===== src/rtl/imm_pkg.sv =====
// Shared types and opcode constants for the ID-stage immediate generator.
package imm_pkg;

    typedef enum logic [2:0] {
        FMT_NONE = 3'd0,
        FMT_I    = 3'd1,
        FMT_S    = 3'd2,
        FMT_B    = 3'd3,
        FMT_U    = 3'd4,
        FMT_J    = 3'd5,
        FMT_SH   = 3'd6,
        FMT_R    = 3'd7
    } imm_fmt_e;

    localparam logic [6:0] OPC_LOAD      = 7'b0000011;
    localparam logic [6:0] OPC_JALR      = 7'b1100111;
    localparam logic [6:0] OPC_OP_IMM    = 7'b0010011;
    localparam logic [6:0] OPC_OP_IMM_32 = 7'b0011011;
    localparam logic [6:0] OPC_STORE     = 7'b0100011;
    localparam logic [6:0] OPC_BRANCH    = 7'b1100011;
    localparam logic [6:0] OPC_LUI       = 7'b0110111;
    localparam logic [6:0] OPC_AUIPC     = 7'b0010111;
    localparam logic [6:0] OPC_JAL       = 7'b1101111;
    localparam logic [6:0] OPC_OP        = 7'b0110011;
    localparam logic [6:0] OPC_OP_32     = 7'b0111011;

    localparam logic [2:0] FUNCT3_SLL = 3'b001;
    localparam logic [2:0] FUNCT3_SRL = 3'b101;

    function automatic logic is_shift(input logic [2:0] funct3);
        return (funct3 == FUNCT3_SLL) || (funct3 == FUNCT3_SRL);
    endfunction

endpackage


===== src/rtl/imm_decode.sv =====
// Combinational immediate decoder: raw instruction -> XLEN immediate, format, illegal flag.
module imm_decode
    import imm_pkg::*;
#(
    parameter int XLEN = 64
) (
    input  logic [31:0]     instruction,
    output logic [XLEN-1:0] imm,
    output imm_fmt_e        fmt,
    output logic            illegal
);

    logic [6:0]        opcode;
    logic [2:0]        funct3;
    logic signed [31:0] imm32;

    assign opcode = instruction[6:0];
    assign funct3 = instruction[14:12];

    always_comb begin
        imm32   = '0;
        fmt     = FMT_NONE;
        illegal = 1'b0;
        case (opcode)
            OPC_LOAD, OPC_JALR: begin
                imm32 = {{20{instruction[31]}}, instruction[31:20]};
                fmt   = FMT_I;
            end
            OPC_OP_IMM, OPC_OP_IMM_32: begin
                if (is_shift(funct3)) begin
                    // Only the 64-bit op-imm shifts own a 6-bit shamt; the W forms stay 5-bit.
                    if (XLEN == 64 && opcode == OPC_OP_IMM)
                        imm32 = {26'b0, instruction[25:20]};
                    else
                        imm32 = {27'b0, instruction[24:20]};
                    fmt = FMT_SH;
                end else begin
                    imm32 = {{20{instruction[31]}}, instruction[31:20]};
                    fmt   = FMT_I;
                end
            end
            OPC_STORE: begin
                imm32 = {{20{instruction[31]}}, instruction[31:25], instruction[11:7]};
                fmt   = FMT_S;
            end
            OPC_BRANCH: begin
                imm32 = {{19{instruction[31]}}, instruction[31], instruction[7],
                         instruction[30:25], instruction[11:8], 1'b0};
                fmt   = FMT_B;
            end
            OPC_LUI, OPC_AUIPC: begin
                imm32 = {instruction[31:12], 12'b0};
                fmt   = FMT_U;
            end
            OPC_JAL: begin
                imm32 = {{11{instruction[31]}}, instruction[31], instruction[19:12],
                         instruction[20], instruction[30:21], 1'b0};
                fmt   = FMT_J;
            end
            OPC_OP, OPC_OP_32: begin
                fmt = FMT_R;
            end
            default: begin
                illegal = 1'b1;
            end
        endcase
    end

    // Every format fits in 32 signed bits; the width cast sign-extends to XLEN (XLEN is 32 or 64).
    assign imm = XLEN'(imm32);

endmodule


===== src/rtl/imm_gen_stage.sv =====
// Registered immediate generator with a main/skid register pair, flush and illegal counter.
module imm_gen_stage
    import imm_pkg::*;
#(
    parameter int XLEN  = 64,
    parameter int CNT_W = 16
) (
    input  logic             clk,
    input  logic             reset,
    input  logic             flush,
    input  logic             in_valid,
    output logic             in_ready,
    input  logic [31:0]      instruction,
    output logic             out_valid,
    input  logic             out_ready,
    output logic [XLEN-1:0]  imm_data,
    output imm_fmt_e         imm_fmt,
    output logic             illegal,
    output logic [CNT_W-1:0] illegal_count
);

    logic [XLEN-1:0] dec_imm;
    imm_fmt_e        dec_fmt;
    logic            dec_illegal;

    imm_decode #(.XLEN(XLEN)) u_decode (
        .instruction (instruction),
        .imm         (dec_imm),
        .fmt         (dec_fmt),
        .illegal     (dec_illegal)
    );

    logic             m_valid_reg, k_valid_reg;
    logic [XLEN-1:0]  m_imm_reg, k_imm_reg;
    imm_fmt_e         m_fmt_reg, k_fmt_reg;
    logic             m_illegal_reg, k_illegal_reg;
    logic [CNT_W-1:0] illegal_count_reg;
    logic             accept, drain;

    // in_ready depends only on the skid register, so out_ready never reaches it combinationally.
    assign in_ready = !k_valid_reg;
    assign accept   = in_valid && in_ready && !flush;
    assign drain    = m_valid_reg && out_ready;

    always_ff @(posedge clk) begin
        if (reset) begin
            m_valid_reg       <= 1'b0;
            m_imm_reg         <= '0;
            m_fmt_reg         <= FMT_NONE;
            m_illegal_reg     <= 1'b0;
            k_valid_reg       <= 1'b0;
            k_imm_reg         <= '0;
            k_fmt_reg         <= FMT_NONE;
            k_illegal_reg     <= 1'b0;
            illegal_count_reg <= '0;
        end else begin
            if (flush) begin
                m_valid_reg <= 1'b0;
                k_valid_reg <= 1'b0;
            end else if (drain && k_valid_reg) begin
                // Skid entry is older than anything on the input, so it refills M first.
                m_imm_reg     <= k_imm_reg;
                m_fmt_reg     <= k_fmt_reg;
                m_illegal_reg <= k_illegal_reg;
                k_valid_reg   <= 1'b0;
            end else if (accept && (!m_valid_reg || drain)) begin
                m_valid_reg   <= 1'b1;
                m_imm_reg     <= dec_imm;
                m_fmt_reg     <= dec_fmt;
                m_illegal_reg <= dec_illegal;
            end else if (accept) begin
                k_valid_reg   <= 1'b1;
                k_imm_reg     <= dec_imm;
                k_fmt_reg     <= dec_fmt;
                k_illegal_reg <= dec_illegal;
            end else if (drain) begin
                m_valid_reg <= 1'b0;
            end

            if (accept && dec_illegal && !(&illegal_count_reg))
                illegal_count_reg <= illegal_count_reg + CNT_W'(1);
        end
    end

    assign out_valid     = m_valid_reg;
    assign imm_data      = m_imm_reg;
    assign imm_fmt       = m_fmt_reg;
    assign illegal       = m_illegal_reg;
    assign illegal_count = illegal_count_reg;

endmodule


===== config.mk =====
export PLATFORM = sky130hd
export DESIGN_NAME = imm_gen_stage
export DESIGN_NICKNAME = d
export VERILOG_FILES = /design/src/rtl/imm_pkg.sv /design/src/rtl/imm_decode.sv /design/src/rtl/imm_gen_stage.sv
export SDC_FILE = /design/constraint.sdc
export NUM_CORES = 1
export LEC_CHECK = 0
export BUFFER_PORTS_ARGS = -buffer_cell sky130_fd_sc_hd__clkbuf_2
export CAP_MARGIN = 20
export CORE_ASPECT_RATIO = 0.8
export CORE_MARGIN = 5
export CORE_UTILIZATION = 36
export CTS_CLUSTER_DIAMETER = 50
export DETAILED_ROUTE_END_ITERATION = 6
export GPL_ROUTABILITY_DRIVEN = 0
export SLEW_MARGIN = 20
export SYNTH_ARGS = -nofsm -noshare
export SYNTH_HDL_FRONTEND = slang
export SYNTH_SLANG_ARGS = --single-unit

===== constraint.sdc =====
create_clock -name clk -period 4.6 [get_ports clk]
set_input_delay 0.69 -clock clk [delete_from_list [all_inputs] [get_ports clk]]
set_output_delay 0.69 -clock clk [all_outputs]
set_load 0.01 [all_outputs]

### Word level (Yosys, flattened, before mapping)

Index checks and enable logic that the tools add are counted.

* register bits after elaboration: 122
* input bits: 37
* output and inout bits: 86
* logic and storage cells: 69

* $add $sub $neg: 1
* equal/unequal tests: 14
* muxes and demuxes: 15
* bitwise logic cells: 3
* reduce and logical (&&, ||, !) cells: 27

Operator list (count)
* $pmux 32 s6: 1
* $mux 64: 2
* $mux 32: 1
* $eq 7x6->1 const B: 4
* $eq 7x5->1 const B: 3
* $eq 7x7->1 const B: 3
* $pmux 3 s7: 1
* $add 16x1->16 const B: 1
* $reduce_and 16->1: 1
* $reduce_or 11->1: 1
* $reduce_or 2->1: 5
* $mux 3: 3
* $eq 7x2->1 const B: 1
* $logic_and 1x1->1: 7
* $mux 1: 6
* $mux 6: 1
* $logic_not 1->1: 4
* $reduce_and 2->1: 2
* $reduce_and 4->1: 1
* $reduce_bool 2->1: 2
* $eq 3x1->1 const B: 1
* $eq 3x3->1 const B: 1
* $not 1->1: 3
* $reduce_and 3->1: 1
* other kinds (3): 4

### Depth between registers and ports, before layout

Gate-level depths: netlist of run 1.

* depth in word-level cells: 6
* mapped depth: 7
* mapped depth without buffers: 6

### Cells and area by module

Synthesis of run 1 repeated with hierarchy kept, for this count alone.

* cell total of the unflattened synthesis: 840
* area total of the unflattened synthesis: 7070.5 µm²

Modules (own cells, without submodules)
* imm_gen_stage: instances 1, cells each 713, area an instance 6187.2 µm²
* imm_decode: instances 1, cells each 127, area an instance 883.3 µm²

### Worst setup path after synthesis of run 1

OpenSTA, ideal clock, no wires.

* path type: input port to flip-flop
* start point: in instruction[5]
* end point: reg illegal_count_reg[5], in the netlist illegal_count[5]
* library setup time: 121 ps
* data arrival time: 2125 ps
* required time: 4479 ps
* slack: 2354 ps
* stages: 7
* path buffers: 2
* cells stage by stage: clkbuf_1 > nor2b_1 > a21oi_1 > o31ai_1 > buf_2 > nor4_1 > mux2_2

* longest elaborated chain between the ends: 5
* elaborated cells on any way between the ends: 15
* those cells by class: eq/ne (11); mux (1); reduce/logical (3)

Ends and longest elaborated chain
* start, declared: RTL line imm_gen_stage.sv:13 `input logic [31:0] instruction,`
* $eq 7x6->1, or another cell as far along: RTL line imm_decode.sv:24 `case (opcode)`
* $reduce_or 11->1 (no line) *
* $mux 1 *: RTL line imm_decode.sv:24
* $logic_and 1x1->1 * (2 in series): RTL line imm_gen_stage.sv:80 `if (accept && dec_illegal && !(&illegal_count_reg))`
* end signal, assigned: RTL line imm_gen_stage.sv:81 `illegal_count_reg <= illegal_count_reg + CNT_W'(1);`
* end, declared: RTL line imm_gen_stage.sv:37 `logic [CNT_W-1:0] illegal_count_reg;`

Mark *: on every way between the ends. The rest lies on a longest branch, timed or not.
A chain may end at the register's enable or synchronous reset.

### Worst setup path in the final report of run 1

* start point: in in_valid
* end point: reg m_imm_reg[27], in the netlist imm_data[27]

* longest elaborated chain between the ends: 5

Ends and longest elaborated chain
* start, declared: RTL line imm_gen_stage.sv:11 `input logic in_valid,`
* $logic_and 1x1->1 (2 in series): RTL line imm_gen_stage.sv:42 `assign accept = in_valid && in_ready && !flush;`
* $logic_and 1x1->1: RTL line imm_gen_stage.sv:66 `end else if (accept && (!m_valid_reg || drain)) begin`
* $reduce_bool 2->1 (no line)
* $reduce_and 2->1 (no line)
* end signal, assigned: RTL line imm_gen_stage.sv:62 `m_imm_reg <= k_imm_reg;`
* end signal, assigned: RTL line imm_gen_stage.sv:68 `m_imm_reg <= dec_imm;`
* end, declared: RTL line imm_gen_stage.sv:34 `logic [XLEN-1:0] m_imm_reg, k_imm_reg;`

No other way between the ends.

==> out/results.txt, run 1 <==
Outcome = completed
Largest net degree at the start of global routing = 58
Root buffer cell = clkbuf_16
Area Growth Syn to Fin = 16.6%
Vias in the first global route = 4,256
Tightest Pin Transition = 1030 ps
Post-Syn Area = 4650 um2
Rows = 37
PortBufs = 122
Post-CTS Hold Buffers = 0
Setup Viol. Count Final = 0
Adder-cell area share of the yosys netlist = 0.269%
Vias = 4,510
Worst path arrival time = 2770 ps
Number of setup buffers added after CTS = 0
Initial DRC count = 422
Synth area leader = dfxtp_1
Minimum clock period = 2530 ps
Fin nets = 673
Power, Total = 1.75 mW
IO Count = 123
Worst VDD drop = 203 uV
Post-DRT Antenna Nets = 0
Clock sinks = 90
Largest family of logic cells by synthesized area = simple AND/OR/NAND/NOR gates
Worst-path clk slew = 60 ps
Post-synthesis mux area share = 0.700%
Fin area = 5420 um2
Vias/cell = 5.54
Initial Utilization = 36.5%
Post-Syn Instances = 571
FFs w/ async S/R, synth = 0%
H-tree depth = 3
Initial antenna violation count = 0
Post-synth EDFFs = 0
Clock skew = 5.53 ps
Yosys cell types = 60
Drt wl/cell = 16.4 um
DRC viols = 0
HP Class = flop to flop
Die width = 137 um
Final hold violation count = 0
Top cells by area, synth = dfxtp_1, buf_4, nor2_1
Dpl cells = 798
Highest net fanout along the worst path = 39
Synth Area in XOR/XNOR = 0%
Crit end category = flop
Complex-gate fraction of the synthesized area = 22.5%
Die Y = 112 um
Final Max Tran Viols = 0
Initial DRT Pass Iterations = 5
Post-Synth Simple-Gate Area = 27.0%
Final wirelength = 13.3 mm
Full die area = 15,300 um2
Critical Path RT = 4840 ps
Sequential share of the synthesized area = 38.8%
Synth Flop Type = dfxtp_1
Synth cell count leaders = dfxtp_1, nor2_1, nand2_1, a21oi_1, buf_4
Static leakage = 2.16 nW
Post-CTS Resized = 0
Tcrit/Tclk final = 55.0%
Clock Latency Late Sink = 330 ps
Cell count of the worst reg-to-reg path = 5
Setup_tns = 0 ps
Worst slew margin = 31.0%
Type of origin of the critical path = input pin
RSZ-0062 raised after global routing = false
Fin Hold WS = 457 ps
Dpl hpwl = 9.29 mm
Maxcap violations = 0
Hold Path Stages = 2
CTS tree = yes
F_max = 395 MHz
Pwr per Cell Area = 323 nW/um2
Critical path type = input pin to flop
Post-Syn Nets = 609
Synth warn = 0
Layout cells sized above 1 = 25.8%
Global route overflow = 0
GRT Total Usage = 17.1%
Core ar. = 12,700 um2
Seq cells post-synth = 90
Global-route wire length before repair = 21.5 mm
Synth Area per Inst = 8.14 um2
Post-synth top area share = 38.8%
Diode count = 0
Most common cell in the netlist = dfxtp_1
Placed cell area = 5090 um2
Post-route insts no fill = 814
CTS Buffer Depth = 2
Num CTS Buffers = 9
[where the power goes]
group	leakage, nW	switching (mW)	internal [mW]
logic	1.28	0.110	0.0598
registers	0.728	0.0127	0.794
clock network	0.151	0.303	0.470
total	2.16	0.425	1.32
[path summary, 6_finish.rpt]
path / from / endpoint / slack [ps]
hold / removal: k_imm_reg[31] / k_imm_reg[31] / 460
hold reg to reg: k_imm_reg[31] / k_imm_reg[31] / 460
setup / recovery: in_valid / imm_data[27] / 2070
setup reg to reg: k_valid_reg / imm_data[27] / 2070
[per-stage QoR]
stage | util (%) | worst slack (ps)
after floorplan | - | 2350
after global placement | 40.0 | 1780
after detailed placement | 40.0 | 1720
after CTS | 42.4 | 2080
after global routing | 42.6 | 1820
final | 42.6 | 2070
[logic make-up after synthesis]
| logic type | after synthesis |
|---|---|
| buf+inv | 94 |
| simple gates | 234 |
| fa+ha+maj | 1 |
| mux | 3 |
| flops | 90 |
| compound gates | 149 |
[worst max-delay path, stage by stage]
cell,delay (ps)
clkbuf_2,120
nor2_1,80
or4_4,770
nor3_4,460
nand3_1,430
o221ai_1,210
[per-layer routing]
metal,routed length [um],GRT usage (%)
met3,1050,3.57
met2,6230,27.8
met5,0,0
met4,159,4.59
met1,5880,23.1
[final cells by class]
class | count | area [um2]
sequential | 90 | 1800
clock inverter | 6 | 82.6
timing repair buffer | 128 | 656
tap | 175 | 219
inverter | 19 | 71.3
fill | 1263 | 7310
clock buffer | 9 | 225
multi-input combinational | 387 | 2360
[placed cells by master, fill, tap and decap left out, drive strengths merged, types with 10 or more instances in the layout]
cell | Yosys | layout
nand2 | 44 | 44
o21ai | 15 | 15
o221ai | 10 | 10
a311oi | 10 | 10
and3 | 17 | 17
nor2 | 67 | 67
o31ai | 11 | 11
clkbuf | 26 | 130
a21oi | 40 | 40
nor3 | 25 | 25
inv | 19 | 19
or3 | 14 | 14
a31oi | 10 | 10
a211oi | 18 | 18
or4 | 10 | 10
dfxtp | 90 | 90
nand3 | 16 | 16
Power figures use the tool's default switching activity.
==> run 2: changes to the inputs <==
- clock period: 4.6 -> 2.29 ns (I/O delays scaled with it)
==> run 2 against run 1 <==
Effect of this change:
- via count grew 0.80%
- critical path depth fell by 1
- flip-flop and latch count is the same
- global-route usage grew 0.32 points
- clock skew about the same
- cell count is 2.1% higher
- design area grew 3.5%
- register-to-register slack worse by 1800 ps
- combinational power up 110%
- largest cell class unchanged
- first-iteration DRC count is 17% lower
==> out/results.txt, run 2 (same netlist as run 1, synthesis figures left out) <==
Core ar. = 12,700 um2
Final wirelength = 13.3 mm
Post-DRT Antenna Nets = 0
H-tree depth = 3
Comb power frac = 9.8%
Global route overflow = 0
CTS tree = yes
Static leakage = 2.26 nW
Critical path type = flop to flop
FF/Latch Area = 1800 um2
R2R Setup Slk = 300 ps
Initial Utilization = 36.5%
Initial DRC count = 352
Post-CTS Resized = 0
Vias = 4,546
Worst VDD drop = 423 uV
Highest net fanout along the worst path = 10
PortBufs = 122
GRT Total Usage = 17.5%
CTS Buffer Depth = 2
Reg power frac = 43.9%
RR Endpoint = illegal_count[15]
Switching Share = 23.0%
Worst path arrival time = 2260 ps
Die width = 137 um
Final hold violation count = 0
Setup Viol. Count Final = 0
Commonest non-fill, non-tap cells in the layout = clkbuf_2, dfxtp_1, nor2_1
Tcrit/Tclk final = 87.0%
Crit end category = flop
Global-route wire length before repair = 21.9 mm
Diode count = 0
Fin area = 5610 um2
Vias in the first global route = 4,326
Dpl cells = 815
Cell count of the worst reg-to-reg path = 5
RR Startpoint = k_valid_reg
HP Class = input pin to flop
Fin Hold WS = 253 ps
Final Max Tran Viols = 0
Setup crit end = illegal_count[15]
Pint = 2.83 mW
Vias/cell = 5.47
Initial antenna violation count = 0
Post-CTS Hold Buffers = 0
Root buffer cell = clkbuf_16
Fillers = 1,281
Post-route insts no fill = 831
Tightest Pin Transition = 726 ps
Worst Setup SP = k_valid_reg
RSZ-0062 raised after global routing = false
Minimum clock period = 1990 ps
Pwr per Cell Area = 656 nW/um2
Placed cell area = 5260 um2
Dpl hpwl = 9.50 mm
Num CTS Buffers = 9
Power, Total = 3.68 mW
Critical Path RT = 2550 ps
Full die area = 15,300 um2
Die Y = 112 um
Number of setup buffers added after CTS = 0
Type of origin of the critical path = flop
Maxcap violations = 0
Worst-path clk slew = 60 ps
F_max = 502 MHz
Area of the multi-input gates = 2360 um2
Commonest non-fill, non-tap cell in the layout = clkbuf_2
Clk pwr share = 46.3%
Fin nets = 689
Rows = 37
P_sw = 847 uW
Drt wl/cell = 16.0 um
Area Growth Syn to Fin = 20.7%
DRC viols = 0
Worst slew margin = 51.6%
Clock sinks = 90
Initial DRT Pass Iterations = 4
Clock Latency Late Sink = 330 ps
Outcome = completed
Clock skew = 5.47 ps
IO Count = 123
Layout cells sized above 1 = 27.3%
Largest net degree at the start of global routing = 47
Setup_tns = 0 ps
[run 2: cell types whose count changed in the layout (fill, tap and decap cells not counted), moves of 2 or more]
| cell | previous run | this run |
|---|---|---|
| clkinv_2 | 3 | 0 |
| buf_12 | 0 | 3 |
| clkbuf_1 | 0 | 2 |
| buf_4 | 6 | 19 |
[run 2: worst min-delay path by stage]
| stage | start | endpoint | slack (ps) | depth (start not counted) |
|---|---|---|---|---|
| 6_report | instruction[23] | k_imm_reg[23] | 250 | 3 |
| 5_1_grt | instruction[29] | k_imm_reg[9] | 280 | 3 |
| 4_1_cts | instruction[22] | k_imm_reg[22] | 240 | 3 |
| 3_5_place_dp | k_imm_reg[31] | k_imm_reg[31] | 440 | 2 |
| 3_3_place_gp | k_imm_reg[31] | k_imm_reg[31] | 440 | 2 |
| 2_1_floorplan | flush | out_valid | 420 | 1 |
[run 2: power groups by stage]
stage | clock network [mW] | registers [mW] | logic [mW]
final | 1.70 | 1.61 | 0.362
after global routing | 1.80 | 1.62 | 0.405
after CTS | 1.74 | 1.61 | 0.366
after detailed placement | 0 | 1.65 | 0.364
after global placement | 0 | 1.65 | 0.361
after floorplan | 0 | 1.66 | 0.236
[run 2: final cells by class]
cell class / instances / share of cell area, %
Timing Repair Buffer: 144 / 14.5
Clock inverter: 4 / 1.76
Inverter: 19 / 1.27
Clock buffer: 12 / 4.40
Sequential cell: 90 / 32.1
Multi-Input combinational cell: 387 / 42.0
Tap cell: 175 / 3.90
[run 2: worst max-delay path, stage by stage (launching register included)]
cell and delay [ps]:
dfxtp_1 360, or3b_4 450, nor4_4 290, o21ai_2 170
or4_1 500, a21oi_1 150
[run 2: stage by stage]
stage / setup slack, ps / util [%]
global placement: 206 / 41.3
global route: 208 / 44.0
CTS: 308 / 44.0
finish: 298 / 44.0
detailed placement: 88.4 / 41.3
floorplan: 390 / -
[run 2: metal layers]
layer	part of all wire, %	GRT usage, %	up-vias
met3	6.6	4.07	18
met1	46	24.3	2171
li1	-	-	2222
met2	46	27.3	135
met5	0	0	-
met4	1.5	4.26	0
